## src/rtl/rv32i_multicycle_ctrl.sv

```systemverilog
// rv32i_multicycle_ctrl
//   Multi-cycle control sequencer for the RV32I core. Walks each instruction
//   through FETCH, DECODE, EXEC, MEM and WB. It drives the datapath enables and
//   mux selects, and shares the single memory port between instruction fetch
//   and load/store using a req/ready handshake. Illegal opcodes and memory
//   timeouts end in a sticky TRAP. ECALL ends in a sticky HALT. A 32-bit
//   counter tracks retired instructions.
//
// Ports
//   clk, rst                  clock, asynchronous active-high reset
//   start                     leave IDLE and begin fetching
//   opcode, funct3            instruction fields held stable by IR
//   branch_taken              branch-compare result, sampled in EXEC
//   mem_ready                 memory accepted/completed the current request
//   mem_req, mem_we           memory request / store strobe
//   mem_addr_sel              0 = PC, 1 = ALU result
//   ir_we, pc_we, pc_src      IR load, PC update and PC source
//   alu_a_sel, alu_b_sel      ALU operand selects
//   rf_we, wb_sel             register-file write and write-back source
//   busy, halted, trap        status flags
//   trap_cause                0 none, 1 illegal opcode, 2 bus timeout
//   instret                   retired-instruction count
module rv32i_multicycle_ctrl #(
  parameter int unsigned MEM_TIMEOUT = 255
) (
  input  logic        clk,
  input  logic        rst,
  input  logic        start,
  input  logic [6:0]  opcode,
  input  logic [2:0]  funct3,
  input  logic        branch_taken,
  input  logic        mem_ready,
  output logic        mem_req,
  output logic        mem_we,
  output logic        mem_addr_sel,
  output logic        ir_we,
  output logic        pc_we,
  output logic [1:0]  pc_src,
  output logic [1:0]  alu_a_sel,
  output logic        alu_b_sel,
  output logic        rf_we,
  output logic [1:0]  wb_sel,
  output logic        busy,
  output logic        halted,
  output logic        trap,
  output logic [1:0]  trap_cause,
  output logic [31:0] instret
);

  typedef enum logic [2:0] {
    S_IDLE, S_FETCH, S_DECODE, S_EXEC, S_MEM, S_WB, S_HALT, S_TRAP
  } state_t;

  typedef enum logic [3:0] {
    C_LUI, C_AUIPC, C_JAL, C_JALR, C_BRANCH, C_LOAD, C_STORE,
    C_OPIMM, C_OP, C_SYS, C_ILL
  } cls_t;

  // The counter has already seen MEM_TIMEOUT-1 unanswered request cycles.
  // One more such cycle traps.
  localparam logic [15:0] TMO_LAST = 16'(MEM_TIMEOUT - 1);

  state_t      state_q, state_d;
  cls_t        cls_q, cls_d;
  logic [15:0] tmo_q, tmo_d;
  logic [31:0] instret_q, instret_d;
  logic [1:0]  cause_q, cause_d;
  logic        retire;

  function automatic cls_t classify(input logic [6:0] op, input logic [2:0] f3);
    cls_t c;
    case (op)
      7'b0110111: c = C_LUI;
      7'b0010111: c = C_AUIPC;
      7'b1101111: c = C_JAL;
      7'b1100111: c = C_JALR;
      7'b1100011: c = C_BRANCH;
      7'b0000011: c = C_LOAD;
      7'b0100011: c = C_STORE;
      7'b0010011: c = C_OPIMM;
      7'b0110011: c = C_OP;
      7'b1110011: c = (f3 == 3'b000) ? C_SYS : C_ILL;
      default:    c = C_ILL;
    endcase
    return c;
  endfunction

  always_ff @(posedge clk or posedge rst) begin
    if (rst) begin
      state_q   <= S_IDLE;
      cls_q     <= C_ILL;
      tmo_q     <= '0;
      instret_q <= '0;
      cause_q   <= 2'd0;
    end else begin
      state_q   <= state_d;
      cls_q     <= cls_d;
      tmo_q     <= tmo_d;
      instret_q <= instret_d;
      cause_q   <= cause_d;
    end
  end

  always_comb begin
    state_d      = state_q;
    cls_d        = cls_q;
    tmo_d        = tmo_q;
    cause_d      = cause_q;
    retire       = 1'b0;
    mem_req      = 1'b0;
    mem_we       = 1'b0;
    mem_addr_sel = 1'b0;
    ir_we        = 1'b0;
    pc_we        = 1'b0;
    pc_src       = 2'd0;
    alu_a_sel    = 2'd0;
    alu_b_sel    = 1'b0;
    rf_we        = 1'b0;
    wb_sel       = 2'd0;
    halted       = 1'b0;
    trap         = 1'b0;

    case (state_q)
      S_IDLE: begin
        if (start) state_d = S_FETCH;
      end

      S_FETCH: begin
        mem_req = 1'b1;
        if (mem_ready) begin
          ir_we   = 1'b1;
          state_d = S_DECODE;
        end else if (tmo_q == TMO_LAST) begin
          state_d = S_TRAP;
          cause_d = 2'd2;
        end else begin
          tmo_d = tmo_q + 16'd1;
        end
      end

      S_DECODE: begin
        cls_d = classify(opcode, funct3);
        if (cls_d == C_SYS) begin
          state_d = S_HALT;
        end else if (cls_d == C_ILL) begin
          state_d = S_TRAP;
          cause_d = 2'd1;
        end else begin
          state_d = S_EXEC;
        end
      end

      S_EXEC: begin
        case (cls_q)
          C_OPIMM, C_LOAD, C_STORE, C_JALR: alu_b_sel = 1'b1;
          C_LUI: begin
            alu_a_sel = 2'd2;
            alu_b_sel = 1'b1;
          end
          C_AUIPC: begin
            alu_a_sel = 2'd1;
            alu_b_sel = 1'b1;
          end
          default: ;
        endcase
        if (cls_q == C_BRANCH) begin
          pc_we   = 1'b1;
          pc_src  = {1'b0, branch_taken};
          retire  = 1'b1;
          state_d = S_FETCH;
        end else if (cls_q == C_LOAD || cls_q == C_STORE) begin
          state_d = S_MEM;
        end else begin
          state_d = S_WB;
        end
      end

      S_MEM: begin
        mem_req      = 1'b1;
        mem_addr_sel = 1'b1;
        mem_we       = (cls_q == C_STORE);
        if (mem_ready) begin
          if (cls_q == C_STORE) begin
            pc_we   = 1'b1;
            retire  = 1'b1;
            state_d = S_FETCH;
          end else begin
            state_d = S_WB;
          end
        end else if (tmo_q == TMO_LAST) begin
          state_d = S_TRAP;
          cause_d = 2'd2;
        end else begin
          tmo_d = tmo_q + 16'd1;
        end
      end

      S_WB: begin
        rf_we  = 1'b1;
        pc_we  = 1'b1;
        wb_sel = (cls_q == C_LOAD) ? 2'd1 :
                 (cls_q == C_JAL || cls_q == C_JALR) ? 2'd2 : 2'd0;
        pc_src = (cls_q == C_JAL) ? 2'd1 : (cls_q == C_JALR) ? 2'd2 : 2'd0;
        retire  = 1'b1;
        state_d = S_FETCH;
      end

      S_HALT: halted = 1'b1;

      S_TRAP: trap = 1'b1;

      default: state_d = S_IDLE;
    endcase

    // Every state change starts a fresh wait budget. This covers entry
    // into FETCH and MEM, including the back-to-back STORE MEM->FETCH case.
    if (state_d != state_q) tmo_d = '0;

    instret_d = retire ? instret_q + 32'd1 : instret_q;
  end

  assign busy       = (state_q == S_FETCH) || (state_q == S_DECODE) ||
                      (state_q == S_EXEC)  || (state_q == S_MEM) ||
                      (state_q == S_WB);
  assign trap_cause = cause_q;
  assign instret    = instret_q;

endmodule

```

## config.mk

```make
export PLATFORM = sky130hd
export DESIGN_NAME = rv32i_multicycle_ctrl
export DESIGN_NICKNAME = d
export VERILOG_FILES = /design/src/rtl/rv32i_multicycle_ctrl.sv
export SDC_FILE = /design/constraint.sdc
export NUM_CORES = 1
export LEC_CHECK = 0
export CORE_ASPECT_RATIO = 0.7
export CORE_MARGIN = 2
export CORE_UTILIZATION = 47
export CTS_CLUSTER_DIAMETER = 150
export DETAILED_ROUTE_END_ITERATION = 6
export GPL_ROUTABILITY_DRIVEN = 1
export PLACE_DENSITY = 0.77
export SETUP_SLACK_MARGIN = 0.3
export SLEW_MARGIN = 20
export SYNTH_ARGS = -nofsm -noshare
export SYNTH_HDL_FRONTEND = slang
export SYNTH_SLANG_ARGS = --single-unit
```

## constraint.sdc

```tcl
create_clock -name clk -period 2.5 [get_ports clk]
set_input_delay 0.375 -clock clk [delete_from_list [all_inputs] [get_ports clk]]
set_output_delay 0.375 -clock clk [all_outputs]
set_load 0.05 [all_outputs]
```

# Word level (Yosys, flattened, before mapping)
# Index checks and enable logic that the tools add are counted.
[totals] latch_bits=0 rom_bits=0 mem_count=0 regBits=57 ram_bits=0 output_inout_bits=50 elab_cells=101
[classes] order_cmp=0 n_eq_ne=34 n_bitwise=0 n_div=0 n_mul=0 n_shift=0 n_mux=45 reduce_logical=15 add_sub_neg=2
[op_table] operator="16-bit two-way mux" n=4
[op_table] operator="4-bit one-hot mux with 10 select lines" n=1
[op_table] operator="32-bit by 1-bit adder with 32-bit output (second input constant)" n=1
[op_table] operator="7-bit equality test (second input constant)" n=4
[op_table] operator="3-bit two-way mux" n=8
[op_table] operator="2-bit two-way mux" n=11
[op_table] operator="7-bit by 6-bit equality test with 1-bit output (second input constant)" n=3
[op_table] operator="3-bit one-hot mux with 6 select lines" n=1
[op_table] operator="16-bit by 1-bit adder with 16-bit output (second input constant)" n=1
[op_table] operator="16-bit by 8-bit equality test with 1-bit output (second input constant)" n=1
[op_table] operator="4-bit by 3-bit equality test with 1-bit output (second input constant)" n=4
[op_table] operator="1-bit two-way mux" n=15
[op_table] operator="7-bit by 5-bit equality test with 1-bit output (second input constant)" n=2
[op_table] operator="3-bit equality test (second input constant)" n=4
[op_table] operator="2-bit one-hot mux with 2 select lines" n=3
[op_table] operator="4-bit by 2-bit equality test with 1-bit output (second input constant)" n=2
[op_table] operator="4-bit equality test (second input constant)" n=2
[op_table] operator="7-bit by 2-bit equality test with 1-bit output (second input constant)" n=1
[op_table] operator="3-bit by 2-bit equality test with 1-bit output (second input constant)" n=2
[op_table] operator="3-bit logical NOT" n=2
[op_table] operator="1-bit logical OR" n=6
[op_table] operator="2-bit by 1-bit != test with 1-bit output (second input constant)" n=3
[op_table] operator="2-bit != test (second input constant)" n=3
[op_table] operator="6-bit OR reduction" n=1
[op_table] operator="other kinds (10)" n=11

# Logic depth before layout (Yosys ltp)
# Gate-level depths: netlist of run 1.
[logic_depth] word_depth=11 mapped_depth=9 depth_no_buf=7

# Worst setup path before layout of run 1
# OpenSTA, ideal clock, no wires.
[synth_timing] kind="reg-to-output" start="reg state_q[1]" end="out pc_src[0]" path_stages_with_launch=4 setup_slack_ns=-0.258 t_arrival_ns=2.383 cell_sequence="dfrtp_1 > nand3b_1 > nor3_1 > a22o_1"
[synth_between] elab_chain_cells=2 elab_cells_between_ends=3 cone_classes="eq/ne (2); mux (1)"
[synth_rtl] element="from (decl)" line="63" rtl="state_t state_q, state_d;"
[synth_rtl] element="from (signal assigned)" line="96" rtl="state_q <= state_d;"
[synth_rtl] element="3-bit equality test or 3-bit by 2-bit equality test with 1-bit output (tied branches)" line="123" rtl="case (state_q)"
[synth_rtl] element="2-bit one-hot mux with 2 select lines (*)" line="123"
[synth_rtl] element="to (decl)" line="38" rtl="output logic [1:0] pc_src,"
# Mark *: on every way between the ends. The rest lies on a longest branch, timed or not.

# Worst setup path after layout of run 1
[layout_timing] start="reg cls_q[1]" end="out pc_we"
[layout_between] elab_chain_cells=4 elab_cells_between_ends=6 cone_classes="eq/ne (2); mux (4)"
[layout_rtl] element="from (decl)" line="64" rtl="cls_t cls_q, cls_d;"
[layout_rtl] element="from (signal assigned)" line="97" rtl="cls_q <= cls_d;"
[layout_rtl] element="4-bit by 3-bit equality test with 1-bit output" line="183" rtl="if (cls_q == C_STORE) begin"
[layout_rtl] element="1-bit two-way mux" line="183"
[layout_rtl] element="1-bit two-way mux" line="182" rtl="if (mem_ready) begin"
[layout_rtl] element="1-bit one-hot mux with 3 select lines (*)" line="123"
[layout_rtl] element="to (decl)" line="37" rtl="output logic pc_we,"
# Marks and branches as above.

==> results of run 1 <==
flip-flops by register name (all words and copies together), names as in the netlist:
| register | cells |
|---|---|
| cls_q | 4 |
| trap_cause | 2 |
| state_q | 3 |
| instret | 32 |
| tmo_q | 16 |
what timing repair did:
action,CTS,global route
buffers inserted,8,4
cloned,0,1
hold buffers,0,0
gates resized for setup,21,29
setup endpoints to repair,30,42
pin swaps,5,16
logic make-up after synthesis:
family / count (synthesis)
and+or+nand+nor: 171
DFF: 57
AOI/OAI and AO/OA: 41
buffers and inverters: 23
xor gates and xnor gates: 48
muxes: 1
adders and majority gates: 3
worst reg2reg max path: cells and delay by family (launching register included):
family	cells	cell delay [ns]
simple gates	3	1.05
flops	1	0.58
compound gates	1	0.47
xor+xnor	1	0.13
how the worst max path moves through the flow:
stage	endpoint	slack [ns]	cells past startpoint
after floorplan	instret[22]	0.09	7
after global placement	instret[22]	-0.06	6
after detailed placement	instret[22]	-0.06	6
after CTS	pc_we	0.14	5
after global routing	pc_we	0.1	5
final	pc_we	0.16	5
per-stage QoR:
step	instances	setup TNS, ns	instance area, um2	hold slack, ns
floorplan	344	0	3246	0.5194
global placement	509	-0.08645	4155	0.4658
detailed placement	509	-0.1110	4155	0.4786
CTS	533	0	4471	0.4197
global route	538	0	4644	0.4619
finish	538	0	4644	0.4131
area by class of cell:
| class | count | area, um2 | area share |
|---|---|---|---|
| clock buffer | 12 | 155.1 | 0.03341 |
| inverter | 13 | 48.80 | 0.01051 |
| timing repair buffer | 94 | 982.2 | 0.2115 |
| sequential | 57 | 1436 | 0.3093 |
| clock inverter | 4 | 27.53 | 0.005927 |
| tap | 94 | 117.6 | 0.02532 |
| multi-input combinational | 264 | 1877 | 0.4041 |
layer usage:
layer | vias to the layer above | GRT usage | wire [um]
li1 | 1412 | - | -
met3 | 2 | 0.07375 | 489
met2 | 79 | 0.3675 | 3950
met1 | 1407 | 0.3074 | 3791
met5 | - | 0 | 0
met4 | 0 | 0.06815 | 23
cell usage in the layout (no fill, tap or decap), types with 5 or more instances in the layout:
| cell | count |
|---|---|
| dfrtp_1 | 49 |
| clkdlybuf4s50_1 | 48 |
| nor2_1 | 34 |
| nand2_1 | 26 |
| buf_4 | 26 |
| xor2_1 | 25 |
| nand3_1 | 23 |
| xnor2_1 | 20 |
| inv_1 | 12 |
| a21oi_1 | 11 |
| clkbuf_8 | 11 |
| nand4_1 | 10 |
| buf_12 | 10 |
| and3_1 | 7 |
| o21ai_0 | 7 |
| nor2_4 | 7 |
| nor3_1 | 7 |
| dfrtp_2 | 6 |
| a211oi_1 | 5 |
where the power goes:
part           internal (mW)  total, mW  leakage [nW]  switching, mW
combinational         0.0370     0.0823          1.11         0.0453
clock                  0.412      0.798        0.0846          0.386
sequential             0.924      0.925         0.665       0.000925
total                   1.37       1.81          1.86          0.433
==> Flow_metrics.wiki, run 1 <==
{| class="wikitable"
! Metric !! Value
|-
| Status || finished, final reports clean
|-
| Final net count || ~460
|-
| Final design utilization || 0.6971
|-
| Share of the clock period used by the worst path || 0.9349
|-
| Area Growth Syn to Fin || 44.94%
|-
| Post-DR wirelength/cell || 15.34 um
|-
| Global-route wire length before repair || 13390 um
|-
| Remaining Overflow, GRT || 0
|-
| Synthesized instance count || 344
|-
| Via-to-Cell Ratio || 5.390
|-
| Most frequent cell after synthesis || dfrtp_1
|-
| Clock latency on the worst-skew pair || approximately 0.35 ns
|-
| Number of buffers created by CTS || 9
|-
| Count of TritonRoute iterations in the first routing pass || 4
|-
| Post-route worst setup slack || 0.1627 ns
|-
| Pleak || 1.859 nW
|-
| Buffer cell driving the clock tree root || clkbuf_8
|-
| Die W || 102.7 um
|-
| YS warnings || 0
|-
| Largest fanout of any net on the critical path || 5
|-
| Type of the setup path with the least slack || flip-flop to output port
|-
| Antenna violation net count after detailed routing || 0
|-
| Startpoint of the worst setup timing path || cls_q[1]
|-
| Fraction of final layout cells with drive strength greater than 1 || 0.2252
|-
| Post-synthesis cell type with the largest combined area || dfrtp_1
|-
| Maximum number of pins on one net before global-route repair || 33
|-
| Std cell rows || 25
|-
| Biggest cell delay along the critical path || approximately 0.58 ns
|-
| Unrepaired setup endpoints after global routing || yes
|-
| Setup-failing EPs final || 0
|-
| CP required || 2.12 ns
|-
| PwrDens || just under 400 nW/um2
|-
| Gr usage total || 0.2321
|-
| Category of the worst setup path launch point || flip-flop
|-
| Post-synth ARST share || 1.000
|-
| Mux contribution to synthesized area || 0.003514
|-
| Total I/O pin count || 65
|-
| Worst-case vdd ir drop || 0.3156 mV
|-
| Count of buffers inserted at the top-level ports || 64
|-
| Shortest period the worst path allows || 2.337 ns
|-
| Worst R2R Start || cls_q[1]
|-
| Detail Placement HPWL || 5461 um
|-
| Endpoint class of the critical path || output port
|-
| Capture point of the worst reg-to-reg path || instret[22]
|-
| Post-Syn Area per Cell || 9.315 um2
|-
| Slew Limit Fails || 0
|-
| Worst setup slack for register-to-register paths || 0.17 ns
|-
| Worst EP arrival || between 1.5 and 2 ns
|-
| Last weighted congestion value of the routability-driven placer || ~0.88
|-
| Synth Net Count || ~360
|-
| Compound-gate portion of the synthesized area || 0.08629
|-
| Clk buf depth || 2
|-
| Hold violation count in the final report || 0
|-
| Synthesized-area fraction occupied by and/or/nand/nor cells || 0.2886
|-
| Fill cell instance count of the final layout || 523
|-
| Initial antenna violation count || 0
|-
| Area share of xor/xnor cells in the synthesized design || 0.1335
|-
| Synth area leaders || dfrtp_1 (43%), xor2_1 (6.8%), xnor2_1 (6.0%), nor2_1 (4.9%), nand3_1 (3.6%)
|-
| Post-synthesis sequential area ratio || 0.4459
|-
| CTS H-tree lvls || 3
|-
| Leading cell types by count after synthesis || dfrtp_1 (55), nor2_1 (42), nand2_1 (27)
|-
| DRC marker count from the first detailed-route iteration || between 150 and 200
|-
| Worst-case setup slack after placement || -0.05948 ns
|-
| Fmax achieved || approximately 430 MHz
|-
| Y dimension of the die || between 70 and 80 um
|-
| Via total after detailed routing || 2900
|-
| Via count of the first global-routing pass || roughly 2.9k
|-
| Initial Util || 0.4809
|-
| Most used flip-flop cell after synthesis || dfrtp_1
|-
| Clock slew seen by the registers of the worst setup and hold paths || roughly 0.070 ns
|-
| Post-synth EDFFs || 0
|-
| Die footprint || between 7000 and 8000 um2
|-
| Combinational family with the most area after synthesis || simple AND/OR/NAND/NOR gates
|-
| Tightest slew margin relative to the limit || 0.6027
|-
| Clock tree from TritonCTS || done
|-
| Core footprint || 6663 um2
|-
| Final Total Pwr || 1.805 mW
|-
| Top Family by Delay on Critical Path || simple AND/OR/NAND/NOR gates
|-
| Total routed wirelength || 8255 um
|-
| Max Cap Violations || 0
|-
| Slowest library cell on the worst path || dfstp_2
|-
| Post-Synth Adder-Cell Area || 0.01171
|-
| Sinks on the clock net || 57
|-
| HP Class || input pin to async pin
|-
| Pin slew with the least headroom to its limit || 0.5950 ns
|-
| Count of cell types in the netlist || 52
|-
| Synthesis-stage register bit count || 57
|-
| Clock tree skew after final layout || 0.01078 ns
|-
| Top cell type's share of synthesized area || 0.4295
|-
| Crit path buffers/inverters || 2
|-
| Worst path cell trace || nand4bb_1, or4_4, buf_6, nand2_4, buf_12
|-
| Diodes inserted || 0
|-
| Residual DRC || 0
|-
| Worst R2R Path Depth || 5
|-
| Total standard cell area after synthesis || 3204 um2
|}
Note: power is estimated with default switching activity, not from simulation.
==> run 2, diff against run 1 <==
--- a/config.mk
+++ b/config.mk
@@ -12,7 +12,7 @@
 export DETAILED_ROUTE_END_ITERATION = 6
 export GPL_ROUTABILITY_DRIVEN = 1
 export PLACE_DENSITY = 0.77
-export SETUP_SLACK_MARGIN = 0.3
+export SETUP_SLACK_MARGIN = 0.02
 export SLEW_MARGIN = 20
 export SYNTH_ARGS = -nofsm -noshare
 export SYNTH_HDL_FRONTEND = slang
==> Flow_metrics.wiki, run 2 (same netlist as run 1, synthesis figures left out) <==
{| class="wikitable"
! Metric !! Value
|-
| Clock tree skew after final layout || 0.01308 ns (was 0.01078 ns)
|-
| Initial antenna violation count || 0 (unchanged)
|-
| DP Cell Count || 509 (unchanged)
|-
| Buffer cell driving the clock tree root || clkbuf_8 (unchanged)
|-
| Pin slew with the least headroom to its limit || 0.5629 ns (was 0.5950 ns)
|-
| Core footprint || 6663 um2 (unchanged)
|-
| Slew Limit Fails || 0 (unchanged)
|-
| Total routed wirelength || 7754 um (was 8255 um)
|-
| Post-DR wirelength/cell || 14.77 um (was 15.34 um)
|-
| PwrDens || 456.1 nW/um2 (was 388.7 nW/um2)
|-
| Tightest slew margin relative to the limit || 0.6242 (was 0.6027)
|-
| Worst-case vdd ir drop || 0.2452 mV (was 0.3156 mV)
|-
| Area Growth Syn to Fin || 36.31% (was 44.94%)
|-
| Setup TNS || 0 ns (unchanged)
|-
| Remaining Overflow, GRT || 0 (unchanged)
|-
| Summed area of non-filler cells in the final layout || 4368 um2 (was 4644 um2)
|-
| Final design utilization || 0.6556 (was 0.6971)
|-
| Area used by multi-input combinational logic || 1695 um2 (was 1877 um2)
|-
| Count of TritonRoute iterations in the first routing pass || 4 (unchanged)
|-
| Fraction of final layout cells with drive strength greater than 1 || 0.1415 (was 0.2252)
|-
| Hold WS || 0.4075 ns (was 0.4131 ns)
|-
| HP Class || input pin to async pin (unchanged)
|-
| Initial Util || 0.4809 (unchanged)
|-
| Hold violation count in the final report || 0 (unchanged)
|-
| Clock slew seen by the registers of the worst setup and hold paths || 0.07 ns (about the same)
|-
| Final Total Pwr || 1.992 mW (was 1.805 mW)
|-
| Via count of the first global-routing pass || 2765 (was 2872)
|-
| Share of the clock period used by the worst path || 0.9668 (was 0.9349)
|-
| Antenna violation net count after detailed routing || 0 (unchanged)
|-
| Shortest period the worst path allows || 2.417 ns (was 2.337 ns)
|-
| Endpoint class of the critical path || flip-flop (was output port)
|-
| Worst setup path endpoint || instret[22] (was pc_we)
|-
| Worst R2R Path Depth || 5 (unchanged)
|-
| Max Cap Violations || 0 (unchanged)
|-
| Via total after detailed routing || 2887 (was 2900)
|-
| Largest fanout of any net on the critical path || 8 (was 5)
|-
| Last weighted congestion value of the routability-driven placer || 0.8806 (was 0.8780)
|-
| CTS H-tree lvls || 3 (unchanged)
|-
| Via-to-Cell Ratio || 5.499 (was 5.390)
|-
| Final net count || 444 (was 457)
|-
| Die footprint || 7505 um2 (unchanged)
|-
| Clk buf depth || 2 (unchanged)
|-
| Total I/O pin count || 65 (unchanged)
|-
| Clock latency on the worst-skew pair || 0.35 ns (about the same)
|-
| Sinks on the clock net || 57 (unchanged)
|-
| Y dimension of the die || 73.08 um (unchanged)
|-
| Category of the worst setup path launch point || flip-flop (unchanged)
|-
| Met3 wire length || 472 um (was 489 um)
|-
| Worst EP arrival || 2.64 ns (was 1.96 ns)
|-
| Unrepaired setup endpoints after global routing || yes (unchanged)
|-
| Worst setup slack for register-to-register paths || 0.08 ns (was 0.17 ns)
|-
| Diodes inserted || 0 (unchanged)
|-
| Commonest cells after routing, fill and taps aside || dfrtp_1 (55), clkdlybuf4s50_1 (48), nor2_1 (42), nand2_1 (26), xor2_1 (25) (was dfrtp_1 (49), clkdlybuf4s50_1 (48), nor2_1 (34), nand2_1 (26), buf_4 (26))
|-
| Worst R2R Start || cls_q[0] (was cls_q[1])
|-
| Startpoint of the worst setup timing path || cls_q[0] (was cls_q[1])
|-
| Fmax achieved || 413.8 MHz (was 427.8 MHz)
|-
| Routed met2 length || 3756 um (was 3950 um)
|-
| Post-route worst setup slack || 0.08310 ns (was 0.1627 ns)
|-
| Maximum number of pins on one net before global-route repair || 33 (unchanged)
|-
| CP required || 2.72 ns (was 2.12 ns)
|-
| Sequential cell area in the final layout || 1429 um2 (was 1436 um2)
|-
| Number of buffers added to fix hold violations after cts || 0 (unchanged)
|-
| Residual DRC || 0 (unchanged)
|-
| Top sig layer || met4 (unchanged)
|-
| Area after DPL || 4133 um2 (was 4155 um2)
|-
| Std cell rows || 25 (unchanged)
|-
| Gr usage total || 0.2276 (was 0.2321)
|-
| Metal-1 WL || 3480 um (was 3791 um)
|-
| Fill cell instance count of the final layout || 535 (was 523)
|-
| Clock tree from TritonCTS || done (unchanged)
|-
| Number of flip-flops under the largest register name || 32 (unchanged)
|-
| Die W || 102.7 um (unchanged)
|-
| Number of standard cells in the final layout excluding fillers || 525 (was 538)
|-
| Setup-failing EPs final || 0 (unchanged)
|-
| Detail Placement HPWL || 5510 um (was 5461 um)
|-
| Number of buffers created by CTS || 9 (unchanged)
|-
| Status || finished, final reports clean (unchanged)
|-
| Type of the setup path with the least slack || flip-flop to flip-flop (was flip-flop to output port)
|-
| DRC marker count from the first detailed-route iteration || 136 (was 151)
|-
| Pleak || 1.706 nW (was 1.859 nW)
|-
| Count of buffers inserted at the top-level ports || 64 (unchanged)
|-
| Worst-case setup slack after placement || -0.06313 ns (was -0.05948 ns)
|-
| Commonest non-fill, non-tap cell in the layout || dfrtp_1 (unchanged)
|-
| Global-route wire length before repair || 13030 um (was 13390 um)
|-
| Capture point of the worst reg-to-reg path || instret[22] (unchanged)
|}
==> run 2: changes by cell type in the layout (fill, tap and decap cells not counted), moves of 4 or more <==
cell / delta
dfrtp_1: +6
buf_6: -4
dfrtp_2: -6
nor3_1: +5
nor2_1: +8
nor2_4: -7
nor3_4: -4
buf_4: -5
==> run 2: worst min-delay path by stage <==
| stage | to | slack (ns) | cells past startpoint |
|---|---|---|---|
| floorplan | tmo_q[5] | 0.52 | 2 |
| global placement | trap_cause[0] | 0.47 | 1 |
| detailed placement | instret[31] | 0.48 | 1 |
| CTS | tmo_q[1] | 0.42 | 2 |
| global route | tmo_q[1] | 0.48 | 2 |
| finish | tmo_q[1] | 0.41 | 2 |
==> run 2: worst max-delay path: stages (launching register included) <==
cell	delay (ns)
dfrtp_1	0.43
or4b_4	0.57
o21a_2	0.31
a2111o_1	0.45
or3_4	0.41
xnor2_2	0.13
==> run 2: area by class of cell <==
| class | instances | area share |
|---|---|---|
| tap | 94 | 0.02693 |
| multi-input combinational | 264 | 0.3881 |
| timing repair buffer | 81 | 0.1951 |
| sequential | 57 | 0.3271 |
| clock buffer | 9 | 0.02836 |
| inverter | 13 | 0.01117 |
| clock inverter | 7 | 0.02320 |
==> run 2: power by group <==
group          switching [mW]  internal, mW
Sequential            0.00107         0.923
Combinational          0.0443        0.0371
Clock                   0.417         0.569
==> run 2: layer usage <==
metal | global-route usage | vias up
met2 | 0.3653 | 92
li1 | - | 1391
met4 | 0.05778 | 0
met5 | 0 | -
met3 | 0.07759 | 4
met1 | 0.2973 | 1400
==> run 2: repair_timing <==
item                       4_1_cts  5_1_grt
setup endpoints to repair        2        4
setup buffers                    0        0
gates resized for setup          2        3
hold endpoints to repair         0        0
==> run 3, diff against run 2 <==
--- a/config.mk
+++ b/config.mk
@@ -7,11 +7,10 @@
 export LEC_CHECK = 0
 export CORE_ASPECT_RATIO = 0.7
 export CORE_MARGIN = 2
-export CORE_UTILIZATION = 47
+export CORE_UTILIZATION = 30
 export CTS_CLUSTER_DIAMETER = 150
 export DETAILED_ROUTE_END_ITERATION = 6
 export GPL_ROUTABILITY_DRIVEN = 1
-export PLACE_DENSITY = 0.77
 export SETUP_SLACK_MARGIN = 0.02
 export SLEW_MARGIN = 20
 export SYNTH_ARGS = -nofsm -noshare
==> Flow_metrics.wiki, run 3 (same netlist as run 1, synthesis figures left out) <==
{| class="wikitable"
! Metric !! Value
|-
| Status || finished, final reports clean (unchanged)
|-
| Std cell rows || 31 (was 25)
|-
| DP Cell Count || 549 (was 509)
|-
| Largest fanout of any net on the critical path || 7 (was 8)
|-
| Count of TritonRoute iterations in the first routing pass || 4 (unchanged)
|-
| Summed area of non-filler cells in the final layout || 4557 um2 (was 4368 um2)
|-
| Shortest period the worst path allows || 2.413 ns (was 2.417 ns)
|-
| Maximum number of pins on one net before global-route repair || 33 (unchanged)
|-
| Detail Placement HPWL || 5925 um (was 5510 um)
|-
| Worst setup path endpoint || pc_we (was instret[22])
|-
| Worst-case vdd ir drop || 0.3302 mV (was 0.2452 mV)
|-
| Hold violation count in the final report || 0 (unchanged)
|-
| Commonest cells after routing, fill and taps aside || dfrtp_1 (52), clkdlybuf4s50_1 (51), nor2_1 (42), nand2_1 (26), xor2_1 (25) (was dfrtp_1 (55), clkdlybuf4s50_1 (48), nor2_1 (42), nand2_1 (26), xor2_1 (25))
|-
| Remaining Overflow, GRT || 0 (unchanged)
|-
| Worst R2R Start || cls_q[0] (unchanged)
|-
| Number of cells on the critical path || 5 (unchanged)
|-
| Area Growth Syn to Fin || 42.21% (was 36.31%)
|-
| Post-route worst setup slack || 0.08720 ns (was 0.08310 ns)
|-
| Antenna violation net count after detailed routing || 0 (unchanged)
|-
| Worst-case setup slack after placement || -0.08623 ns (was -0.06313 ns)
|-
| Slew Limit Fails || 0 (unchanged)
|-
| Type of the setup path with the least slack || flip-flop to output port (was flip-flop to flip-flop)
|-
| Endpoint class of the critical path || output port (was flip-flop)
|-
| Global route hottest layer || met2 (unchanged)
|-
| Number of buffers added to fix hold violations after cts || 0 (unchanged)
|-
| Max Cap Violations || 0 (unchanged)
|-
| Area used by multi-input combinational logic || 1723 um2 (was 1695 um2)
|-
| Unrepaired setup endpoints after global routing || no (was yes)
|-
| Startpoint of the worst setup timing path || cls_q[0] (unchanged)
|-
| CP required || 2.12 ns (was 2.72 ns)
|-
| Die W || 127.5 um (was 102.7 um)
|-
| Pleak || 1.784 nW (was 1.706 nW)
|-
| Post-DR wirelength/cell || 14.54 um (was 14.77 um)
|-
| Crit path buffers/inverters || 2 (was 0)
|-
| Sequential cell area in the final layout || 1433 um2 (was 1429 um2)
|-
| Fill cell instance count of the final layout || 1005 (was 535)
|-
| Fmax achieved || 414.5 MHz (was 413.8 MHz)
|-
| Residual DRC || 0 (unchanged)
|-
| Clock slew seen by the registers of the worst setup and hold paths || 0.05 ns (was 0.07 ns)
|-
| Category of the worst setup path launch point || flip-flop (unchanged)
|-
| Met2 layer usage reported by global route || 0.2130 (was 0.3653)
|-
| Y dimension of the die || 90.47 um (was 73.08 um)
|-
| Worst setup slack for register-to-register paths || 0.15 ns (was 0.08 ns)
|-
| Post-cts repair resize count || 2 (unchanged)
|-
| Worst path cell trace || or4b_4, o21a_2, buf_4, nand2_2, buf_12 (was or4b_4, o21a_2, a2111o_1, or3_4, xnor2_2)
|-
| Number of standard cells in the final layout excluding fillers || 565 (was 525)
|-
| GR met1 Demand/Resource || 0.2127 (was 0.2973)
|-
| Via total after detailed routing || 2823 (was 2887)
|-
| Final net count || 446 (was 444)
|-
| Sinks on the clock net || 57 (unchanged)
|-
| Worst EP arrival || 2.04 ns (was 2.64 ns)
|-
| Initial antenna violation count || 0 (unchanged)
|-
| Worst R2R Path Depth || 6 (was 5)
|-
| DRC marker count from the first detailed-route iteration || 210 (was 136)
|-
| Clock tree from TritonCTS || done (unchanged)
|-
| Commonest non-fill, non-tap cell in the layout || dfrtp_1 (unchanged)
|-
| Global-route wire length before repair || 13740 um (was 13030 um)
|-
| HP Class || input pin to async pin (unchanged)
|-
| Clock latency on the worst-skew pair || 0.33 ns (was 0.35 ns)
|-
| Slowest library cell on the worst path || or4b_4 (unchanged)
|-
| Clock tree skew after final layout || 0.008904 ns (was 0.01308 ns)
|-
| Number of buffers created by CTS || 9 (unchanged)
|-
| Die footprint || 11540 um2 (was 7505 um2)
|-
| Setup TNS || 0 ns (unchanged)
|-
| Biggest cell delay along the critical path || 0.56 ns (was 0.57 ns)
|-
| Via-to-Cell Ratio || 4.996 (was 5.499)
|-
| Count of buffers inserted at the top-level ports || 64 (unchanged)
|-
| Fraction of final layout cells with drive strength greater than 1 || 0.1501 (was 0.1415)
|-
| CTS H-tree lvls || 3 (unchanged)
|-
| Buffer cell driving the clock tree root || clkbuf_16 (was clkbuf_8)
|-
| Capture point of the worst reg-to-reg path || instret[28] (was instret[22])
|-
| PwrDens || 514.4 nW/um2 (was 456.1 nW/um2)
|-
| Core footprint || 10360 um2 (was 6663 um2)
|-
| Setup-failing EPs final || 0 (unchanged)
|-
| Initial Util || 0.3094 (was 0.4809)
|-
| Pin slew with the least headroom to its limit || 0.5814 ns (was 0.5629 ns)
|-
| Final design utilization || 0.4400 (was 0.6556)
|-
| Diodes inserted || 0 (unchanged)
|-
| Tightest slew margin relative to the limit || 0.6118 (was 0.6242)
|-
| Total I/O pin count || 65 (unchanged)
|-
| Top Family by Delay on Critical Path || simple AND/OR/NAND/NOR gates (unchanged)
|-
| Share of the clock period used by the worst path || 0.9651 (was 0.9668)
|-
| Post-CTS setup buffer count || 0 (unchanged)
|-
| Number of flip-flops under the largest register name || 32 (unchanged)
|-
| Via count of the first global-routing pass || 2797 (was 2765)
|-
| Clk buf depth || 2 (unchanged)
|-
| Last weighted congestion value of the routability-driven placer || 0.7749 (was 0.8806)
|-
| Total routed wirelength || 8214 um (was 7754 um)
|-
| Gr usage total || 0.1509 (was 0.2276)
|-
| Area after DPL || 4195 um2 (was 4133 um2)
|-
| Met3 Use GR || 0.05391 (was 0.07759)
|}
-- run 3: where the power goes --
group	switching, mW	total (mW)	internal, mW
clock network	0.408	1.33	0.926
logic	0.0450	0.0827	0.0377
registers	0.00142	0.927	0.926
-- run 3: layout make-up --
| cell class | count | area share |
|---|---|---|
| clock buffers | 14 | 0.05794 |
| flip-flops and latches | 57 | 0.3144 |
| repair buffers | 83 | 0.1895 |
| multi-input cells | 264 | 0.3781 |
| clock inverters | 2 | 0.01318 |
| inverters | 13 | 0.01071 |
| well taps | 132 | 0.03624 |
-- run 3: metrics by stage --
stage / hold WS, ns / total power, mW
after floorplan: 0.5194 / 0.9780
after global placement: 0.4654 / 1.026
after detailed placement: 0.4677 / 1.026
after CTS: 0.4587 / 2.383
after global routing: 0.4825 / 2.434
final: 0.4322 / 2.344
-- run 3: worst min path at each step --
stage                     start       endpoint  slack (ns)
floorplan              tmo_q[5]       tmo_q[5]        0.52
global placement    instret[31]    instret[31]        0.47
detailed placement  instret[31]    instret[31]        0.47
CTS                         rst  trap_cause[0]        0.46
global route                rst       tmo_q[7]        0.48
finish                      rst       tmo_q[2]        0.43
-- run 3: routing by layer --
metal	part of all wire	vias up
met5	0	-
met4	0.018	0
li1	-	1385
met1	0.50	1345
met3	0.063	13
met2	0.42	80
